==> config.mk <==
export PLATFORM = sky130hd
export DESIGN_NAME = array_sweep_ctrl
export DESIGN_NICKNAME = d
export VERILOG_FILES = /design/src/rtl/array_sweep_ctrl.sv
export SDC_FILE = /design/constraint.sdc
export NUM_CORES = 1
export LEC_CHECK = 0
export CORE_MARGIN = 3
export CORE_UTILIZATION = 41
export CTS_CLUSTER_SIZE = 40
export DETAILED_ROUTE_END_ITERATION = 12
export PLACE_DENSITY_LB_ADDON = 0.2
export SKIP_LAST_GASP = 1
export SLEW_MARGIN = 10
export SYNTH_ARGS = -nofsm -noshare
export SYNTH_HDL_FRONTEND = slang
export SYNTH_SLANG_ARGS = --single-unit
export TNS_END_PERCENT = 1
==> constraint.sdc <==
create_clock -name clk -period 5.1 [get_ports clk]
set_clock_uncertainty 0.05 [all_clocks]
set_input_delay 1.02 -clock clk [delete_from_list [all_inputs] [get_ports clk]]
set_output_delay 1.02 -clock clk [all_outputs]
set_load 0.02 [all_outputs]
==> src/rtl/array_sweep_ctrl.sv <==
// array_sweep_ctrl: fills a ROWS x COLS word array over PASSES passes, offering each write on a valid/ready port
module array_sweep_ctrl #(
    parameter int ROWS = 4,
    parameter int COLS = 2,
    parameter int WIDTH = 16,
    parameter int PASSES = 2,
    parameter int PASS_STRIDE = 10,
    parameter int GAP_CYCLES = 1,
    localparam int RW = ROWS > 1 ? $clog2(ROWS) : 1,
    localparam int CW = COLS > 1 ? $clog2(COLS) : 1,
    localparam int PW = PASSES > 1 ? $clog2(PASSES) : 1,
    localparam int FW = ROWS * COLS * WIDTH
) (
    input  logic             clk,
    input  logic             rst,
    input  logic             start,
    input  logic             abort,
    output logic             out_valid,
    input  logic             out_ready,
    output logic [RW-1:0]    out_row,
    output logic [CW-1:0]    out_col,
    output logic [PW-1:0]    out_pass,
    output logic [WIDTH-1:0] out_data,
    output logic [FW-1:0]    a_flat,
    output logic             busy,
    output logic             done
);
    localparam int GW = GAP_CYCLES > 1 ? $clog2(GAP_CYCLES) : 1;
    localparam int AW = WIDTH + 8;
    typedef enum logic [1:0] {IDLE, FILL, GAP, DONE} state_t;
    state_t state, state_d;
    logic [RW-1:0] row, row_d;
    logic [CW-1:0] col, col_d;
    logic [PW-1:0] pass, pass_d;
    logic [GW-1:0] gap, gap_d;
    logic [ROWS-1:0][COLS-1:0][WIDTH-1:0] arr;
    logic [WIDTH-1:0] data_w;
    logic fill, wr, last_col, last_row, last_pass, last_gap;
    assign fill = state == FILL;
    assign last_col = col == CW'(COLS - 1);
    assign last_row = row == RW'(ROWS - 1);
    assign last_pass = pass == PW'(PASSES - 1);
    assign last_gap = gap == GW'(GAP_CYCLES - 1);
    assign data_w = WIDTH'(AW'(row) + AW'(col) + AW'(pass) * AW'(PASS_STRIDE) + AW'(1));
    // abort masks the offer so the consumer never sees a handshake that does not write
    assign out_valid = fill && !abort;
    assign wr = out_valid && out_ready;
    assign out_row = row;
    assign out_col = col;
    assign out_pass = pass;
    assign out_data = fill ? data_w : '0;
    assign a_flat = arr;
    assign busy = state != IDLE;
    assign done = state == DONE && !abort;
    always_comb begin
        state_d = state;
        row_d = row;
        col_d = col;
        pass_d = pass;
        gap_d = gap;
        if (abort && state != IDLE) begin
            state_d = IDLE;
            row_d = '0;
            col_d = '0;
            pass_d = '0;
            gap_d = '0;
        end else begin
            case (state)
                IDLE: begin
                    state_d = start ? FILL : IDLE;
                    row_d = '0;
                    col_d = '0;
                    pass_d = '0;
                    gap_d = '0;
                end
                FILL: if (out_ready) begin
                    col_d = last_col ? '0 : col + 1'b1;
                    row_d = !last_col ? row : last_row ? '0 : row + 1'b1;
                    if (last_col && last_row) begin
                        state_d = last_pass ? DONE : GAP;
                        pass_d = last_pass ? pass : pass + 1'b1;
                        gap_d = '0;
                    end
                end
                GAP: begin
                    state_d = last_gap ? FILL : GAP;
                    gap_d = last_gap ? '0 : gap + 1'b1;
                end
                DONE: begin
                    state_d = IDLE;
                    pass_d = '0;
                end
                default: state_d = IDLE;
            endcase
        end
    end
    always_ff @(posedge clk or posedge rst) begin
        if (rst) begin
            state <= IDLE;
            row <= '0;
            col <= '0;
            pass <= '0;
            gap <= '0;
            arr <= '0;
        end else begin
            state <= state_d;
            row <= row_d;
            col <= col_d;
            pass <= pass_d;
            gap <= gap_d;
            if (wr)
                arr[row][col] <= data_w;
        end
    end
endmodule

==> flow_metrics.tcl, run 1 <==
set metrics [dict create \
    ys_seq_elements 38 \
    n_fill_cell 587 \
    area_growth_pct 7.48 \
    nets 335 \
    hold_viol 0 \
    synth_top_family_by_area "buffers and inverters" \
    drive_above_1_share_pct 6.25 \
    numCtsBuffers 5 \
    wl_per_cell_um 12.3 \
    whs_endpoint "a_flat[19]$_DFFE_PP0P_" \
    ctsHoldBuffers 0 \
    start_kind "flip-flop" \
    hold_path.class "reg -> reg" \
    clkTransAtPathRegs_ns 0.07 \
    grt_pass1_wl_um 7040 \
    gr-total-overflow 0 \
    syn_avg_cell_area_um2 9.70 \
    antenna_found_initial 0 \
    start_util_pct 43.7 \
    drc 0 \
    end_kind "output port" \
    dpl.hpwl_um 3640 \
    grt_pass1_vias 1362 \
    cts_buffer_depth 2 \
    synth_fa_ha_area_share_pct 4.95 \
    rrSetupSlack_ns 2.87 \
    synth-compound-area-share_pct 8.64 \
    fin_ws_ns 1.51 \
    period_needed_ns 3.59 \
    p_per_area_nw_per_um2 402 \
    clk_latency_ns 0.29 \
    worst_r2r_endpoint "a_flat[19]$_DFFE_PP0P_" \
    drt_iter0_markers 49 \
    max_freq_mhz 278 \
    drv_cap 0 \
    n_antenna_cell 0 \
    wl_um 4860 \
    final_util_pct 46.9 \
    die-area_um2 7540 \
    h-tree-depth 2 \
    setup_violations 0 \
    cts.sinks 38 \
    fp.dieH_um 86.8 \
    die_width_um 86.8 \
    fin_crit_sh_pct 70.5 \
    first_pass_iters 4 \
    ys_types 32 \
    timing_worst_setup_path_type "reg -> out" \
    worstMarginPinSlew_ns 0.552 \
    power_w 0.00116 \
    relSlewSlack_pct 63.2 \
    hold_depth 1 \
    r2r-start "state[1]$_DFFE_PP0P_" \
    ant_nets 0 \
    fin_hold_ws_ns 0.464 \
    p_leak_nw 1.56 \
    vias 1611 \
    yosysWarnings 0 \
    num_rows 28 \
    synthMuxAreaShare_pct 8.60 \
    ir_worst_vdd_mv 0.237 \
    io_pins 156 \
    required_ns 4.03 \
    gp_congestion 0.733 \
    min_from "a_flat[19]$_DFFE_PP0P_" \
    track_usage_pct 12.1 \
    final_max_slew_viol_count 0 \
    arrival_ns 2.52 \
    grt_max_degree 39 \
    cts_resized 0 \
    post_cts_buffers 0 \
    vias_per_cell 4.08 \
    numPortBuffers 47 \
    design.core.area_um2 6130 \
    netlist_instances 276 \
    setup_tns_ns 0 \
    crit_fanout 10 \
    synth-seq-area-share_pct 35.5 \
    grt_setup_unrepaired "no" \
    r2r_cells 5 \
    syn-cell-area_um2 2680 \
    yosys.area_share.xor_xnor_pct 0 \
    synth-simple-area-share_pct 7.38 \
    tritoncts "built" \
    outcome "completed" \
    pre_cts_ws_ns 1.67 \
    cts_root_buf "clkbuf_8" \
]
==> critical path: stages (launching register included) <==
cell and delay [ns]:
dfrtp_1 0.52, inv_1 0.13, ha_1 0.21, fa_1 0.60, nor2b_1 0.16, clkdlybuf4s50_1 0.61
==> cells by family (layout without fill, tap and decap cells) <==
kind of cell | Yosys count | after routing
AOI/OAI and AO/OA | 34 | 34
DFF | 38 | 38
muxes | 22 | 22
other | 1 | 108
adders and majority gates | 10 | 10
buffers and inverters | 139 | 76
and+or+nand+nor | 32 | 32
==> power breakdown <==
| part | switching, W | internal (W) | leakage, nW |
|---|---|---|---|
| combinational | 0.000349 | 0.000210 | 1.06 |
| sequential | 0.0000489 | 0.000354 | 0.456 |
| clock | 0.000104 | 0.0000917 | 0.0438 |
==> Yosys cell counts <==
| cell | instances | area [µm²] |
|---|---|---|
| a32oi_1 | 1 | 8.76 |
| nand3b_1 | 2 | 15.0 |
| nand3_1 | 2 | 10.0 |
| buf_2 | 3 | 15.0 |
| nand4_2 | 2 | 25.0 |
| ha_1 | 9 | 113 |
| o31ai_1 | 12 | 90.1 |
| conb_1 | 1 | 3.75 |
| mux2i_1 | 14 | 140 |
| or2_2 | 1 | 6.26 |
| mux2_2 | 6 | 67.6 |
| inv_1 | 21 | 78.8 |
| nand2b_1 | 2 | 12.5 |
| and2_1 | 1 | 6.26 |
| o21ai_0 | 12 | 60.1 |
| o221ai_1 | 1 | 8.76 |
| a21oi_1 | 3 | 15.0 |
| nand2_1 | 5 | 18.8 |
| nand3_2 | 2 | 20.0 |
| or2b_1 | 1 | 7.51 |
| nor2b_1 | 3 | 18.8 |
| buf_1 | 3 | 11.3 |
| o2bb2ai_1 | 1 | 8.76 |
| dfrtp_1 | 38 | 951 |
| and2b_2 | 1 | 8.76 |
| buf_4 | 108 | 811 |
| a32o_1 | 4 | 40.0 |
| nor2_1 | 7 | 26.3 |
| clkbuf_1 | 4 | 15.0 |
| and2b_1 | 3 | 22.5 |
| fa_1 | 1 | 20.0 |
| mux2_1 | 2 | 22.5 |
==> through the flow <==
stage,instances,cell area (µm²)
3_3_place_gp,388,2800
2_1_floorplan,383,3080
6_report,395,2880
4_1_cts,395,2880
5_1_grt,395,2880
3_5_place_dp,388,2800
==> worst max-delay path by stage <==
stage                   startpoint          end  slack (ns)  cells after the start
6_report       out_col$_DFFE_PP0P_  out_data[1]        1.51                      5
5_1_grt        out_col$_DFFE_PP0P_  out_data[2]        1.35                      5
4_1_cts        out_col$_DFFE_PP0P_  out_data[1]        1.48                      5
3_5_place_dp                 abort    out_valid        1.67                      3
3_3_place_gp                 abort    out_valid        1.69                      3
2_1_floorplan  out_col$_DFFE_PP0P_  out_data[1]        2.20                      6
==> layer usage <==
metal	global-route usage [%]	wire [µm]	up-vias	part of all wire (%)
li1	-	-	767	-
met2	18.3	2270	92	47
met1	15.8	2050	746	42
met4	4.25	55	0	1.1
met5	0	0	-	0
met3	4.66	488	6	10
==> cell type report <==
type	count	area, µm²	area share (%)
Multi-Input combinational cell	206	1200	41.6
Sequential cell	38	951	33.0
Timing Repair Buffer	48	478	16.6
Tap cell	75	93.8	3.26
Inverter	21	78.8	2.74
Clock buffer	5	68.8	2.39
Clock inverter	2	10.0	0.348
==> state kept, by name, summed over array words and instances, names as in the netlist <==
register and count:
a_flat 32, out_pass 1, state 2, out_col 1
out_row 2
==> layout by cell type (no fill, tap or decap), types with 4 or more instances in the layout <==
master and count:
a32o_1 4, clkbuf_8 5, clkdlybuf4s50_1 47, conb_1 108
dfrtp_1 38, ha_1 9, inv_1 21, mux2_2 6
mux2i_1 14, nand2_1 5, nor2_1 7, o21ai_0 12
o31ai_1 12
Power figures use the tool's default switching activity.
==> run 2: changes to the inputs <==
--- a/config.mk
+++ b/config.mk
@@ -6,7 +6,7 @@
 export NUM_CORES = 1
 export LEC_CHECK = 0
 export CORE_MARGIN = 3
-export CORE_UTILIZATION = 41
+export CORE_UTILIZATION = 39
 export CTS_CLUSTER_SIZE = 40
 export DETAILED_ROUTE_END_ITERATION = 12
 export PLACE_DENSITY_LB_ADDON = 0.2
==> constraint.sdc (replaced) <==
create_clock -name clk -period 3.62 [get_ports clk]
set_clock_uncertainty 0.05 [all_clocks]
set_input_delay 0.724 -clock clk [delete_from_list [all_inputs] [get_ports clk]]
set_output_delay 0.724 -clock clk [all_outputs]
set_load 0.02 [all_outputs]
==> flow_metrics.tcl, run 2 (synthesis gave the netlist of run 1 again) <==
set metrics [dict create \
    outcome "completed" \
    mostFrequentLayoutCell "conb_1" \
    gp_congestion 0.788 \
    antenna_found_initial 0 \
    cts_root_buf "clkbuf_8" \
    h-tree-depth 2 \
    fin_ws_ns 0.393 \
    drv_cap 0 \
    relSlewSlack_pct 62.8 \
    swShare_pct 39.5 \
    largest_register_ffs 32 \
    n_antenna_cell 0 \
    io_pins 156 \
    clkPwrFrac_pct 24.4 \
    vias_per_cell 4.10 \
    die-area_um2 7900 \
    grt_setup_unrepaired "no" \
    cts.sinks 38 \
    ctsHoldBuffers 0 \
    combPwrFrac_pct 44.5 \
    timing_worst_setup_path_type "reg -> out" \
    intPower_w 0.00110 \
    p_leak_nw 1.59 \
    numCtsBuffers 5 \
    clkTransAtPathRegs_ns 0.08 \
    arrival_ns 2.45 \
    seq_power_share_pct 31.1 \
    num_rows 29 \
    p_per_area_nw_per_um2 615 \
    hold_path.class "reg -> reg" \
    cts_resized 0 \
    fp.dieH_um 88.9 \
    ant_nets 0 \
    grt_pass1_vias 1435 \
    drc 0 \
    worstMarginPinSlew_ns 0.558 \
    nets 336 \
    required_ns 2.85 \
    ir_worst_vdd_mv 0.436 \
    wl_um 4840 \
    fin_crit_sh_pct 89.1 \
    drt_iter0_markers 77 \
    drive_above_1_share_pct 6.83 \
    max_freq_mhz 310 \
    final_max_slew_viol_count 0 \
    hold_viol 0 \
    power_switching_w 0.000718 \
    grt_pass1_wl_um 7310 \
    final_cell_mix "conb_1 (108), clkdlybuf4s50_1 (47), dfrtp_1 (38)" \
    clk_latency_ns 0.29 \
    period_needed_ns 3.23 \
    vias 1636 \
    dpl.hpwl_um 3690 \
    gr-total-overflow 0 \
    pre_cts_ws_ns 0.706 \
    start_kind "flip-flop" \
    track_usage_pct 11.9 \
    tritoncts "built" \
    area_growth_pct 10.2 \
    first_pass_iters 4 \
    setup_tns_ns 0 \
    design.core.area_um2 6490 \
    cts_buffer_depth 2 \
    post_cts_buffers 0 \
    grt_max_degree 39 \
    setup_violations 0 \
    start_util_pct 41.2 \
    end_kind "output port" \
    crit_fanout 10 \
    numPortBuffers 47 \
    die_width_um 88.9 \
    wl_per_cell_um 12.1 \
]
==> run 2: cell count changes in the layout (fill, tap and decap cells not counted), sizes merged <==
| cell | previous run | this run |
|---|---|---|
| bufinv | 0 | 2 |
| clkbuf | 5 | 6 |
| clkinv | 2 | 0 |
| buf | 1 | 2 |
==> run 2: power by group through the flow <==
stage	Clock (W)	Sequential [W]	Combinational, W
floorplan	0	0.000633	0.000540
global placement	0	0.000573	0.000806
detailed placement	0	0.000577	0.000807
CTS	0.000455	0.000569	0.000813
global route	0.000472	0.000584	0.000886
finish	0.000443	0.000566	0.000807
==> run 2: per-layer routing <==
layer	up-vias	global-route usage (%)	part of all wire (%)
met5	-	0	0
met4	0	3.71	0.74
met3	5	3.45	9.4
met2	89	18.2	46
met1	773	16.4	44
li1	769	-	-
==> run 2: critical path, cell delays in order, from the launching register on <==
cell and delay [ns]:
dfrtp_1 0.50, inv_1 0.13, ha_1 0.21, fa_1 0.54, nor2b_1 0.17, clkdlybuf4s50_1 0.62
==> run 2: final cells by class <==
cell class,count,area (µm²)
inverter,21,78.8
sequential,38,951
multi-input combinational,206,1200
clock buffer,6,82.6
tap,77,96.3
timing repair buffer,49,485
clock inverter,2,60.1
fill,646,3540
==> run 2: final timing paths <==
path                                             from                endpoint  slack, ns  cells past startpoint
worst max-delay path              out_col$_DFFE_PP0P_             out_data[2]       0.39                      5
worst min-delay path            a_flat[0]$_DFFE_PP0P_   a_flat[0]$_DFFE_PP0P_       0.46                      2
worst max register to register   state[1]$_DFFE_PP0P_  a_flat[19]$_DFFE_PP0P_       1.40                      5
worst min register to register  a_flat[0]$_DFFE_PP0P_   a_flat[0]$_DFFE_PP0P_       0.46                      2
max in group asynchronous                         rst  a_flat[35]$_DFFE_PP0P_       2.38                      3
min in group asynchronous                         rst  a_flat[18]$_DFFE_PP0P_       0.80                      3
==> run 2: stage by stage <==
| stage | power [W] | cell area, µm² | cells | util [%] | hold slack (ns) |
|---|---|---|---|---|---|
| finish | 0.00182 | 2950 | 399 | 45.4 | 0.463 |
| global route | 0.00194 | 2950 | 399 | 45.4 | 0.479 |
| CTS | 0.00184 | 2950 | 399 | 45.4 | 0.470 |
| detailed placement | 0.00138 | 2810 | 391 | 43.2 | 0.448 |
| global placement | 0.00138 | 2810 | 391 | 43.2 | 0.448 |
| floorplan | 0.00117 | 3080 | 383 | - | 0.551 |
==> run 3: changes to the inputs <==
--- a/config.mk
+++ b/config.mk
@@ -5,6 +5,7 @@
 export SDC_FILE = /design/constraint.sdc
 export NUM_CORES = 1
 export LEC_CHECK = 0
+export CORE_ASPECT_RATIO = 0.9
 export CORE_MARGIN = 3
 export CORE_UTILIZATION = 39
 export CTS_CLUSTER_SIZE = 40
==> flow_metrics.tcl, run 3 (synthesis gave the netlist of run 1 again) <==
set metrics [dict create \
    outcome "completed" \
    gr-total-overflow 0 \
    gp_congestion 0.768 \
    hold_viol 0 \
    cts_buffer_depth 2 \
    timing_worst_setup_path_type "reg -> out" \
    fin_crit_sh_pct 91.3 \
    die-area_um2 7900 \
    final_cell_mix "conb_1 (108), clkdlybuf4s50_1 (47), dfrtp_1 (38)" \
    startpoint "out_col$_DFFE_PP0P_" \
    fin_ws_ns 0.314 \
    die_width_um 93.3 \
    required_ns 2.85 \
    worstPathBufferInverterCount 2 \
    intPower_w 0.000925 \
    period_needed_ns 3.31 \
    cts_root_buf "clkbuf_8" \
    drv_cap 0 \
    post_cts_buffers 0 \
    dpl.hpwl_um 3710 \
    arrival_ns 2.53 \
    ctsHoldBuffers 0 \
    critPathMaxStageDelay_ns 0.62 \
    crit_path_end "out_data[1]" \
    max_freq_mhz 302 \
    worst_r2r_endpoint "a_flat[19]$_DFFE_PP0P_" \
    cp.depth 5 \
    slowest_stage "clkdlybuf4s50_1" \
    area_growth_pct 8.18 \
    setup_violations 0 \
    hold_depth 2 \
    first_pass_iters 4 \
    pre_cts_ws_ns 0.639 \
    swShare_pct 43.5 \
    tritoncts "built" \
    seq_power_share_pct 34.5 \
    antenna_found_initial 0 \
    numPortBuffers 47 \
    track_usage_pct 12.0 \
    p_per_area_nw_per_um2 565 \
    grt_setup_unrepaired "no" \
    drt_iter0_markers 39 \
    rrSetupSlack_ns 1.43 \
    nets 335 \
    vias_per_cell 3.93 \
    clkTransAtPathRegs_ns 0.08 \
    h-tree-depth 2 \
    io_pins 156 \
    power_switching_w 0.000711 \
    clk_latency_ns 0.29 \
    grt_pass1_vias 1459 \
    crit_fanout 10 \
    grt_max_degree 39 \
    fp.dieH_um 84.6 \
    final_max_slew_viol_count 0 \
    clkPwrFrac_pct 17.1 \
    grt_pass1_wl_um 7480 \
    start_util_pct 40.4 \
    wl_um 4910 \
    crit_family "adder cells" \
    start_kind "flip-flop" \
    ant_nets 0 \
    num_rows 28 \
    vias 1613 \
    setup_tns_ns 0 \
    design.core.area_um2 6620 \
    n_antenna_cell 0 \
    p_leak_nw 1.56 \
    cts.sinks 38 \
    end_kind "output port" \
    mostFrequentLayoutCell "conb_1" \
    r2r_cells 5 \
    crit_chain "inv_1 > ha_1 > fa_1 > nor2b_1 > clkdlybuf4s50_1" \
    wl_per_cell_um 12.0 \
    hold_path.class "reg -> reg" \
    r2r-start "state[1]$_DFFE_PP0P_" \
    drc 0 \
    combPwrFrac_pct 48.4 \
    drive_above_1_share_pct 6.25 \
    cts_resized 0 \
    numCtsBuffers 5 \
    largest_register_ffs 32 \
    ir_worst_vdd_mv 0.348 \
    worstMarginPinSlew_ns 0.539 \
    relSlewSlack_pct 64.1 \
]
## run 3: routing by layer
metal  global-route usage (%)  wire length, µm
met5                        0                0
met4                     2.40               38
met3                     4.57              448
met2                     18.0             2260
met1                     16.6             2160
## run 3: tightest hold or removal path: stages, from the launching register on
cell	delay (ns)
dfrtp_1	0.34
o21ai_0	0.08
o31ai_1	0.06
## run 3: worst min path at each step
stage / from / to / slack, ns
after global routing: a_flat[35]$_DFFE_PP0P_ / a_flat[35]$_DFFE_PP0P_ / 0.49
after floorplan: state[1]$_DFFE_PP0P_ / state[1]$_DFFE_PP0P_ / 0.55
after global placement: a_flat[0]$_DFFE_PP0P_ / a_flat[0]$_DFFE_PP0P_ / 0.45
final: a_flat[32]$_DFFE_PP0P_ / a_flat[32]$_DFFE_PP0P_ / 0.46
after CTS: a_flat[32]$_DFFE_PP0P_ / a_flat[32]$_DFFE_PP0P_ / 0.47
after detailed placement: a_flat[99]$_DFFE_PP0P_ / a_flat[99]$_DFFE_PP0P_ / 0.44
## run 3: final cells by class
type / count / area (µm²)
flip-flops and latches: 38 / 951
clock inverters: 2 / 10.0
multi-input cells: 206 / 1200
clock buffers: 5 / 68.8
fillers: 664 / 3720
well taps: 90 / 113
inverters: 21 / 78.8
repair buffers: 48 / 478
## run 3: power by group through the flow
stage | Combinational (W) | Clock, W | Sequential, W
3_5_place_dp | 0.000795 | 0 | 0.000576
6_report | 0.000792 | 0.000279 | 0.000565
3_3_place_gp | 0.000796 | 0 | 0.000572
5_1_grt | 0.000864 | 0.000305 | 0.000582
4_1_cts | 0.000799 | 0.000286 | 0.000567
2_1_floorplan | 0.000540 | 0 | 0.000633
## run 3: through the flow
stage	hold slack, ns	util [%]	instance area (µm²)	power (W)	instances
2_1_floorplan	0.551	-	3080	0.00117	383
3_3_place_gp	0.447	42.6	2820	0.00137	403
3_5_place_dp	0.444	42.6	2820	0.00137	403
4_1_cts	0.470	43.7	2900	0.00165	410
5_1_grt	0.487	43.7	2900	0.00175	410
6_report	0.461	43.7	2900	0.00164	410
